<file path="config.mk">
export PLATFORM = sky130hd
export DESIGN_NAME = sync_fifo_flat
export DESIGN_NICKNAME = d
export VERILOG_FILES = /design/src/rtl/sync_fifo_if.sv /design/src/rtl/sync_fifo.sv /design/src/flat_wrapper.sv
export SDC_FILE = /design/constraint.sdc
export NUM_CORES = 1
export LEC_CHECK = 0
export CORE_MARGIN = 1.5
export CORE_UTILIZATION = 30
export DETAILED_ROUTE_END_ITERATION = 7
export PLACE_DENSITY = 0.55
export SYNTH_ARGS = -nofsm -noshare
export SYNTH_HDL_FRONTEND = slang
export SYNTH_SLANG_ARGS = --single-unit
</file>
<file path="constraint.sdc">
create_clock -name clk -period 2.89 [get_ports clk]
set_clock_uncertainty 0.1 [all_clocks]
set_input_delay 0.867 -clock clk [delete_from_list [all_inputs] [get_ports clk]]
set_output_delay 0.867 -clock clk [all_outputs]
set_load 0.005 [all_outputs]
</file>
<file path="src/rtl/sync_fifo_if.sv">
// sync_fifo_if: control/data bundle for sync_fifo (en/rw/addr/in/out plus
// empty/full status). The master side drives a request and the FIFO side
// answers with data and status.
//
// Request semantics (the only handshake on this bus):
//   - A request exists when en=1. rw selects push (1) or pop (0), never both.
//   - The producer may push in any cycle where full=0, and the consumer may pop
//     in any cycle where empty=0. Both actions take effect at the next rising
//     clock edge.
//   - A push while full=1 or a pop while empty=1 is dropped silently. There is
//     no stall and no error flag, so the requester must watch full/empty.
//   - empty/full describe the state before the coming edge. This lets a
//     requester check them in the same cycle it raises en.
interface sync_fifo_if #(
    parameter int SIZE       = 16,
    parameter int DATA_WIDTH = 8
);
    localparam int AW = $clog2(SIZE);

    logic                  en;
    logic                  rw;
    logic [AW-1:0]         addr;
    logic [DATA_WIDTH-1:0] in;
    logic [DATA_WIDTH-1:0] out;
    logic                  empty;
    logic                  full;

    modport master (
        output en, rw, addr, in,
        input  out, empty, full
    );

    modport slave (
        input  en, rw, addr, in,
        output out, empty, full
    );
endinterface

</file>
<file path="src/rtl/sync_fifo.sv">
// sync_fifo: single-clock FIFO with a RAM-like control port.
//   - SIZE entries (a power of two, >= 2) of DATA_WIDTH bits. The pointers wrap
//     naturally modulo SIZE.
//   - FALL_THROUGH=1: out shows the head combinationally. If the FIFO is empty
//     and a push is requested, in is bypassed to out in the same cycle.
//   - FALL_THROUGH=0: out is registered. It loads the head on each pop edge
//     and holds that value otherwise.
//   - Optional macro SYNC_FIFO_PEEK_EN: while en=0, out shows the entry at
//     offset addr from the head, or 0 when addr >= count. This is read-only
//     and never moves a pointer.
//   - rst is asynchronous and active-high. It clears the pointers, the count
//     and the registered output. The storage array itself is never cleared.
module sync_fifo #(
    parameter int SIZE         = 16,
    parameter int DATA_WIDTH   = 8,
    parameter int FALL_THROUGH = 0
) (
    input logic       clk,
    input logic       rst,
    sync_fifo_if.slave bus
);
    localparam int AW = $clog2(SIZE);
    localparam int CW = AW + 1;

    logic [DATA_WIDTH-1:0] mem [SIZE];
    logic [AW-1:0]         wr_ptr;
    logic [AW-1:0]         rd_ptr;
    logic [CW-1:0]         count;

    logic                  is_empty;
    logic                  is_full;
    logic                  do_push;
    logic                  do_pop;
    logic [DATA_WIDTH-1:0] head_word;
    logic [DATA_WIDTH-1:0] normal_out;

    // Status is a pure decode of count, so it settles the cycle after each edge.
    assign is_empty  = (count == '0);
    assign is_full   = (count == CW'(SIZE));
    assign bus.empty = is_empty;
    assign bus.full  = is_full;

    // rw picks exactly one action. Illegal requests (push when full, pop when
    // empty) are filtered out here, so they cannot disturb any state below.
    assign do_push = bus.en &&  bus.rw && !is_full;
    assign do_pop  = bus.en && !bus.rw && !is_empty;

    // Storage write port; the array is deliberately outside the reset domain.
    always_ff @(posedge clk) begin
        if (do_push) begin
            mem[wr_ptr] <= bus.in;
        end
    end

    // Pointer and occupancy bookkeeping; reset drops all contents at once.
    always_ff @(posedge clk or posedge rst) begin
        if (rst) begin
            wr_ptr <= '0;
            rd_ptr <= '0;
            count  <= '0;
        end else begin
            if (do_push) begin
                wr_ptr <= wr_ptr + 1'b1;
            end
            if (do_pop) begin
                rd_ptr <= rd_ptr + 1'b1;
            end
            if (do_push) begin
                count <= count + 1'b1;
            end else if (do_pop) begin
                count <= count - 1'b1;
            end
        end
    end

    // Current head entry, read asynchronously from the array.
    always_comb begin
        head_word = mem[rd_ptr];
    end

    generate
        if (FALL_THROUGH != 0) begin : g_fall_through
            // Head when occupied; same-cycle bypass of a push into an empty FIFO.
            always_comb begin
                normal_out = '0;
                if (!is_empty) begin
                    normal_out = head_word;
                end else if (bus.en && bus.rw) begin
                    normal_out = bus.in;
                end
            end
        end else begin : g_registered
            logic [DATA_WIDTH-1:0] out_q;

            // Capture the departing head on each pop; hold the value otherwise.
            always_ff @(posedge clk or posedge rst) begin
                if (rst) begin
                    out_q <= '0;
                end else if (do_pop) begin
                    out_q <= head_word;
                end
            end

            // Registered value presented as the normal output.
            always_comb begin
                normal_out = out_q;
            end
        end
    endgenerate

`ifdef SYNC_FIFO_PEEK_EN
    logic [AW-1:0]         peek_idx;
    logic                  peek_hit;
    logic [DATA_WIDTH-1:0] peek_word;

    // Peek at offset addr from the head; offsets past the occupancy read as 0.
    always_comb begin
        peek_idx  = rd_ptr + bus.addr;
        peek_hit  = ({1'b0, bus.addr} < count);
        peek_word = '0;
        if (peek_hit) begin
            peek_word = mem[peek_idx];
        end
    end

    // Peek only takes over the output while no operation is requested.
    always_comb begin
        bus.out = normal_out;
        if (!bus.en) begin
            bus.out = peek_word;
        end
    end
`else
    // Without peek, addr has no function; fold it into a sink net.
    logic unused_addr;
    assign unused_addr = &{1'b0, bus.addr};

    // Output follows the selected fall-through/registered mode at all times.
    always_comb begin
        bus.out = normal_out;
    end
`endif

endmodule

</file>
<file path="src/flat_wrapper.sv">
// flat-port wrapper written by rule: the top's interface ports become plain ports
module sync_fifo_flat 
#(
    parameter int SIZE         = 16,
    parameter int DATA_WIDTH   = 8,
    parameter int FALL_THROUGH = 0
)
  (clk, rst, bus_en, bus_rw, bus_addr, bus_in, bus_out, bus_empty, bus_full);
  sync_fifo_if #(.SIZE(SIZE), .DATA_WIDTH(DATA_WIDTH)) bus_i ();
  input logic clk;
  input logic rst;
  input wire logic [$bits(bus_i.en)-1:0] bus_en;
  input wire logic [$bits(bus_i.rw)-1:0] bus_rw;
  input wire logic [$bits(bus_i.addr)-1:0] bus_addr;
  input wire logic [$bits(bus_i.in)-1:0] bus_in;
  output wire logic [$bits(bus_i.out)-1:0] bus_out;
  output wire logic [$bits(bus_i.empty)-1:0] bus_empty;
  output wire logic [$bits(bus_i.full)-1:0] bus_full;
  assign bus_i.en = bus_en;
  assign bus_i.rw = bus_rw;
  assign bus_i.addr = bus_addr;
  assign bus_i.in = bus_in;
  assign bus_out = bus_i.out;
  assign bus_empty = bus_i.empty;
  assign bus_full = bus_i.full;
  sync_fifo #(.SIZE(SIZE), .DATA_WIDTH(DATA_WIDTH), .FALL_THROUGH(FALL_THROUGH)) u_core (.clk(clk), .rst(rst), .bus(bus_i));
endmodule
</file>
Word-level counts from Yosys, hierarchy flattened. Memory sizes are Yosys's and may differ from the RTL's. A register that Yosys moved wholly into a read port is not among the register bits. Cells that the tools add are included.

Flip-flop bits (word level): 13. RAM bits: 128. Bits of input ports: 16. Output and inout bits: 10. Memories: 1.

Add/sub/neg operators: 4. Equal/unequal tests: 1. Muxes and demuxes: 4. Reductions and logical operators: 9.

Memories: u_core.mem (words 16, width 8, rd ports 1, clocked after Yosys merged registers in 1, write ports 1, line sync_fifo.sv:25) `logic [DATA_WIDTH-1:0] mem [SIZE];`.

Operators with widths (number): 5-bit 2-to-1 mux (2); 4-bit by 1-bit adder with 4-bit output (second input constant) (2); 5-bit by 1-bit adder with 5-bit output (second input constant) (1); 5-bit == test (second input constant) (1); 5-bit logical NOT (1); 5-bit by 1-bit subtractor with 5-bit output (second input constant) (1); 1-bit logical AND (4); 1-bit logical NOT (3); 1-bit 2-to-1 mux (2); 2-bit nonzero test (1).

Logic depth before layout (Yosys ltp).
Word-level depth: 5. Depth in mapped cells: 8. Mapped depth without buffers: 8.

Least setup slack after synthesis. Ideal clock, no wire load.

Path kind: in2reg. Start point: in bus_en. End point: mem u_core.mem[0][0], enable pin. Library setup time: 395 ps. Arrival time: 2152 ps. Required time: 2395 ps. Setup slack: 244 ps. Stages: 4. Cells stage by stage: nand2_1 a21oi_2 inv_2 nor4_1.

Cells in the longest elaborated chain, start to end: 4.

Ends and longest elaborated chain: start: declaration (line flat_wrapper.sv:12) `input wire logic [$bits(bus_i.en)-1:0] bus_en;`; 1-bit logical AND (2 in series) (line sync_fifo.sv:45) `assign do_push = bus.en && bus.rw && !is_full;`; 1-bit 2-to-1 mux (line sync_fifo.sv:50) `if (do_push) begin`; 1-bit 2-to-1 mux (not written as such) (line sync_fifo.sv:51) `mem[wr_ptr] <= bus.in;`; end: declaration (line sync_fifo.sv:25).

No other way between the ends.

Worst setup path after layout.
Start point: reg u_core.count[3]. End point: out bus_full.

Cells in the longest elaborated chain, start to end: 1.

Ends and longest elaborated chain: start: declaration (line sync_fifo.sv:28) `logic [CW-1:0] count;`; start signal: assignment (line sync_fifo.sv:69) `count <= count + 1'b1;`; start signal: assignment (line sync_fifo.sv:71) `count <= count - 1'b1;`; 5-bit == test (line sync_fifo.sv:39) `assign is_full = (count == CW'(SIZE));`; end: declaration (line flat_wrapper.sv:18) `output wire logic [$bits(bus_i.full)-1:0] bus_full;`.

No other way between the ends.

==> metrics <==
Crit path buffers/inverters=2; total I/O pin count=26; worst slew pin tran=about 610 ps; syn_nets=between 300 and 400; Finished Cell Area=7413 um2; vertical die dimension=about 140 um; final design utilization=0.3797; source of the critical timing path=u_core.count[3]; register area=around 4400 um2; Iteration-0 DRC Markers=288; clock network fraction of design power=0.323; Critical Path End Type=primary output; area occupied by multi-input gates=1540 um2; number of enable flip-flop cells after synthesis=128; standard cell with the maximum stage delay on the critical path=sky130_fd_sc_hd__or4_4; Maximum Capacitance Violations=0; DIE AREA=20850 um2; worst r2r src=u_core.count[1]; first-pass GRT wire length=around 19000 um; total clock buffers created by CTS=17; Cell Int Power=0.004875 W; fraction of power consumed by sequential logic=0.414; number of stages on the worst setup path=4; number of global-route vias before repair=around 3200; Port Buffers=21; routability congestion estimate=between 0.7 and 0.8; fill cell instance count of the final layout=1833; maximum cell stage delay along the critical path=~550 ps; width of the die=144.4 um; power density normalized to cell area=913.8 nW/um2; class of the tightest hold or removal check=reg -> reg; arrival time at the worst endpoint=1840 ps; clock input transition at the sequential cells of the worst setup and hold paths=60 ps; TritonRoute pass-1 iters=4; prevailing post-synth register cell=sky130_fd_sc_hd__edfxtp_1; final-report max-slew violation count=0; antenna diode instance count=0; critical path, cell by cell=or4_4, buf_4, nor2_2, dlygate4sd2_1; cell depth of the worst min-delay path=1; number of standard-cell rows in the floorplan=~50; portion of total power attributed to combinational logic=0.263; overall track demand over capacity in global routing=0.1281; residual DRC count=0; TritonCTS clock tree=done; Post-Syn Instances=304; CTS Sinks=149; final global-route overflow total=0; Synth Warn #=0; Post-Place Cell Area=6807 um2; starting density of the core=0.3072; register bit count reported by yosys=149; number of antenna-violating nets in the routed design=0; routed wire length per instance=18.71 um; worst reg2reg setup slack=420 ps; post-synthesis to final-layout area growth=23.59%; number of vias in the routed layout=2923; proportion of layout cells with a drive suffix above 1=0.2788; root buffer selected by CTS=sky130_fd_sc_hd__clkbuf_16; Switching Fraction=0.2804; max frequency=355.9 MHz; number of distinct library cells after synthesis=33; DPL Wire Length=7429 um; worst vdd rail ir drop=0.0004630 V; met2 Usage GRT=0.2171; total standard cell area after synthesis=5998 um2; Detailed Route WL=11940 um; Relative slew margins=0.5960; FF-to-FF End=u_core.count[3]; Critical Path End=bus_full; post-detailed-route via-to-cell ratio=4.582; fraction of synthesis flops using an asynchronous set or reset pin=0.1409; synthesized area per cell=19.73 um2; post-layout minimum cycle time=2810 ps; Crit path required time=~1900 ps; clock insertion delay at the later pin of the skew report=410 ps; outcome=completed; category of cells accounting for the largest share of critical-path delay=simple AND/OR/NAND/NOR gates; met1 usage in global routing=0.1589; peak-usage layer in the global routing report=met2; share of the yosys chip area belonging to registers=0.7284; worst setup path class=reg -> out; number of buffers on the longest clock path=2; fin nets=386; setup repair after global routing missed its margin=false; critical path peak fanout=3; Static Leak=between 2 and 3 nW; H-tree lvl count=4; maximum number of pins on one net before global-route repair=34; part of the cycle the worst path needs=0.9722; switching power of the nets=0.001900 W; final-report setup violation count=0; initial antenna violation count=0; final number of hold-violating endpoints=0; Startpoint Class=flop; number of cells on the worst reg-to-reg path=10; met3 usage=0.02715; area of the placeable core=19530 um2
power groups by stage:
stage / clock network, W / logic [W] / registers (W)
global placement: 0 / 0.00175 / 0.00285
floorplan: 0 / 0.00128 / 0.00273
finish: 0.00219 / 0.00178 / 0.00281
global route: 0.00233 / 0.00197 / 0.00284
CTS: 0.00222 / 0.00182 / 0.00281
detailed placement: 0 / 0.00178 / 0.00287
timing repair:
item,4_1_cts,5_1_grt
setup endpoints to repair,2,0
hold buffers,0,0
resized for setup,4,0
setup buffers,3,0
metrics by stage:
| stage | worst slack, ps | cells | setup TNS, ps | power, W | hold slack, ps |
|---|---|---|---|---|---|
| after global routing | 15.45 | 638 | 0 | 0.007137 | 452.9 |
| after floorplan | 243.6 | 304 | 0 | 0.004010 | 377.2 |
| final | 80.31 | 638 | 0 | 0.006774 | 419.7 |
| after CTS | 62.58 | 638 | 0 | 0.006862 | 416.4 |
| after global placement | -111.4 | 604 | -187.7 | 0.004599 | 398.6 |
| after detailed placement | -132.0 | 604 | -251.0 | 0.004645 | 405.7 |
cells in the mapped netlist, types with 2 or more instances:
cell / number / share of area
sky130_fd_sc_hd__a21o_1: 2 / 0.0025
sky130_fd_sc_hd__inv_1: 8 / 0.0050
sky130_fd_sc_hd__clkbuf_1: 3 / 0.0019
sky130_fd_sc_hd__nor4_1: 5 / 0.0052
sky130_fd_sc_hd__edfxtp_1: 128 / 0.64
sky130_fd_sc_hd__nor2_1: 6 / 0.0038
sky130_fd_sc_hd__dfrtp_1: 21 / 0.088
sky130_fd_sc_hd__ha_1: 8 / 0.017
sky130_fd_sc_hd__o221ai_1: 8 / 0.012
sky130_fd_sc_hd__buf_2: 6 / 0.0050
sky130_fd_sc_hd__mux4_2: 32 / 0.12
sky130_fd_sc_hd__nand4_1: 2 / 0.0021
sky130_fd_sc_hd__buf_4: 4 / 0.0050
sky130_fd_sc_hd__xnor2_1: 9 / 0.013
sky130_fd_sc_hd__and2_1: 8 / 0.0083
sky130_fd_sc_hd__a21oi_1: 2 / 0.0017
sky130_fd_sc_hd__xor2_1: 2 / 0.0029
sky130_fd_sc_hd__mux2i_1: 17 / 0.028
sky130_fd_sc_hd__nand2_1: 16 / 0.010
sky130_fd_sc_hd__mux2_1: 3 / 0.0056
sky130_fd_sc_hd__nor3b_2: 2 / 0.0042
final cells by class:
class / instances / area share
tap: 265 / 0.04473
inverter: 9 / 0.004557
clock buffer: 18 / 0.05789
clock inverter: 13 / 0.02076
sequential: 149 / 0.5897
multi-input combinational: 132 / 0.2078
timing repair buffer: 52 / 0.07460
state kept, by name, summed over array words and instances, names as in the netlist:
signal          cells
u_core.rd_ptr       4
u_core.mem        128
u_core.count        5
u_core.wr_ptr       4
u_core.bus.out      8
kinds of logic (layout without fill, tap and decap cells):
logic type / after synthesis / after routing / share of synthesized area
flops: 149 / 149 / 0.7284
mux: 52 / 52 / 0.1541
simple gates: 43 / 43 / 0.03838
buf+inv: 23 / 92 / 0.01940
compound gates: 17 / 17 / 0.02357
xor+xnor: 11 / 11 / 0.01606
fa+ha+maj: 9 / 9 / 0.02003
how the worst min path moves through the flow:
stage                      start                 to  slack, ps
2_1_floorplan   u_core.rd_ptr[2]   u_core.rd_ptr[2]        380
3_3_place_gp    u_core.rd_ptr[2]   u_core.rd_ptr[2]        400
3_5_place_dp    u_core.rd_ptr[2]   u_core.rd_ptr[2]        410
4_1_cts         u_core.rd_ptr[2]   u_core.rd_ptr[2]        420
5_1_grt        u_core.bus.out[1]  u_core.bus.out[1]        450
6_report        u_core.rd_ptr[2]   u_core.rd_ptr[2]        420
metal layers:
layer / vias to the layer above / part of all wire
met2: 53 / 0.53
met5: - / 0
li1: 1324 / -
met4: 0 / 0.017
met1: 1529 / 0.42
met3: 17 / 0.032
worst reg2reg max path: stages (launching register included):
cell                      delay (ps)
sky130_fd_sc_hd__dfrtp_1         400
sky130_fd_sc_hd__buf_4           160
sky130_fd_sc_hd__nor4_1          410
sky130_fd_sc_hd__a21oi_2         130
sky130_fd_sc_hd__inv_2           110
sky130_fd_sc_hd__buf_4           120
sky130_fd_sc_hd__ha_1            220
sky130_fd_sc_hd__a21o_1          180
sky130_fd_sc_hd__a21oi_1         170
sky130_fd_sc_hd__xnor2_1          80
sky130_fd_sc_hd__mux2_1          280
layout by cell type, fill, tap and decap left out, drive strengths merged, types with 3 or more instances in the layout:
cell           synthesis  layout
edfxtp               128     128
mux4                  32      32
buf                   11      31
dfrtp                 21      21
clkdlybuf4s50          0      19
clkbuf                 3      18
mux2i                 17      17
nand2                 16      16
inv                    9      13
xnor2                  9       9
o221ai                 8       8
and2                   8       8
ha                     8       8
nor2                   6       6
nor4                   5       5
clkinv                 0       5
mux2                   3       3
bufinv                 0       3
a21oi                  3       3
o21ai                  3       3
Power figures use the tool's default switching activity.
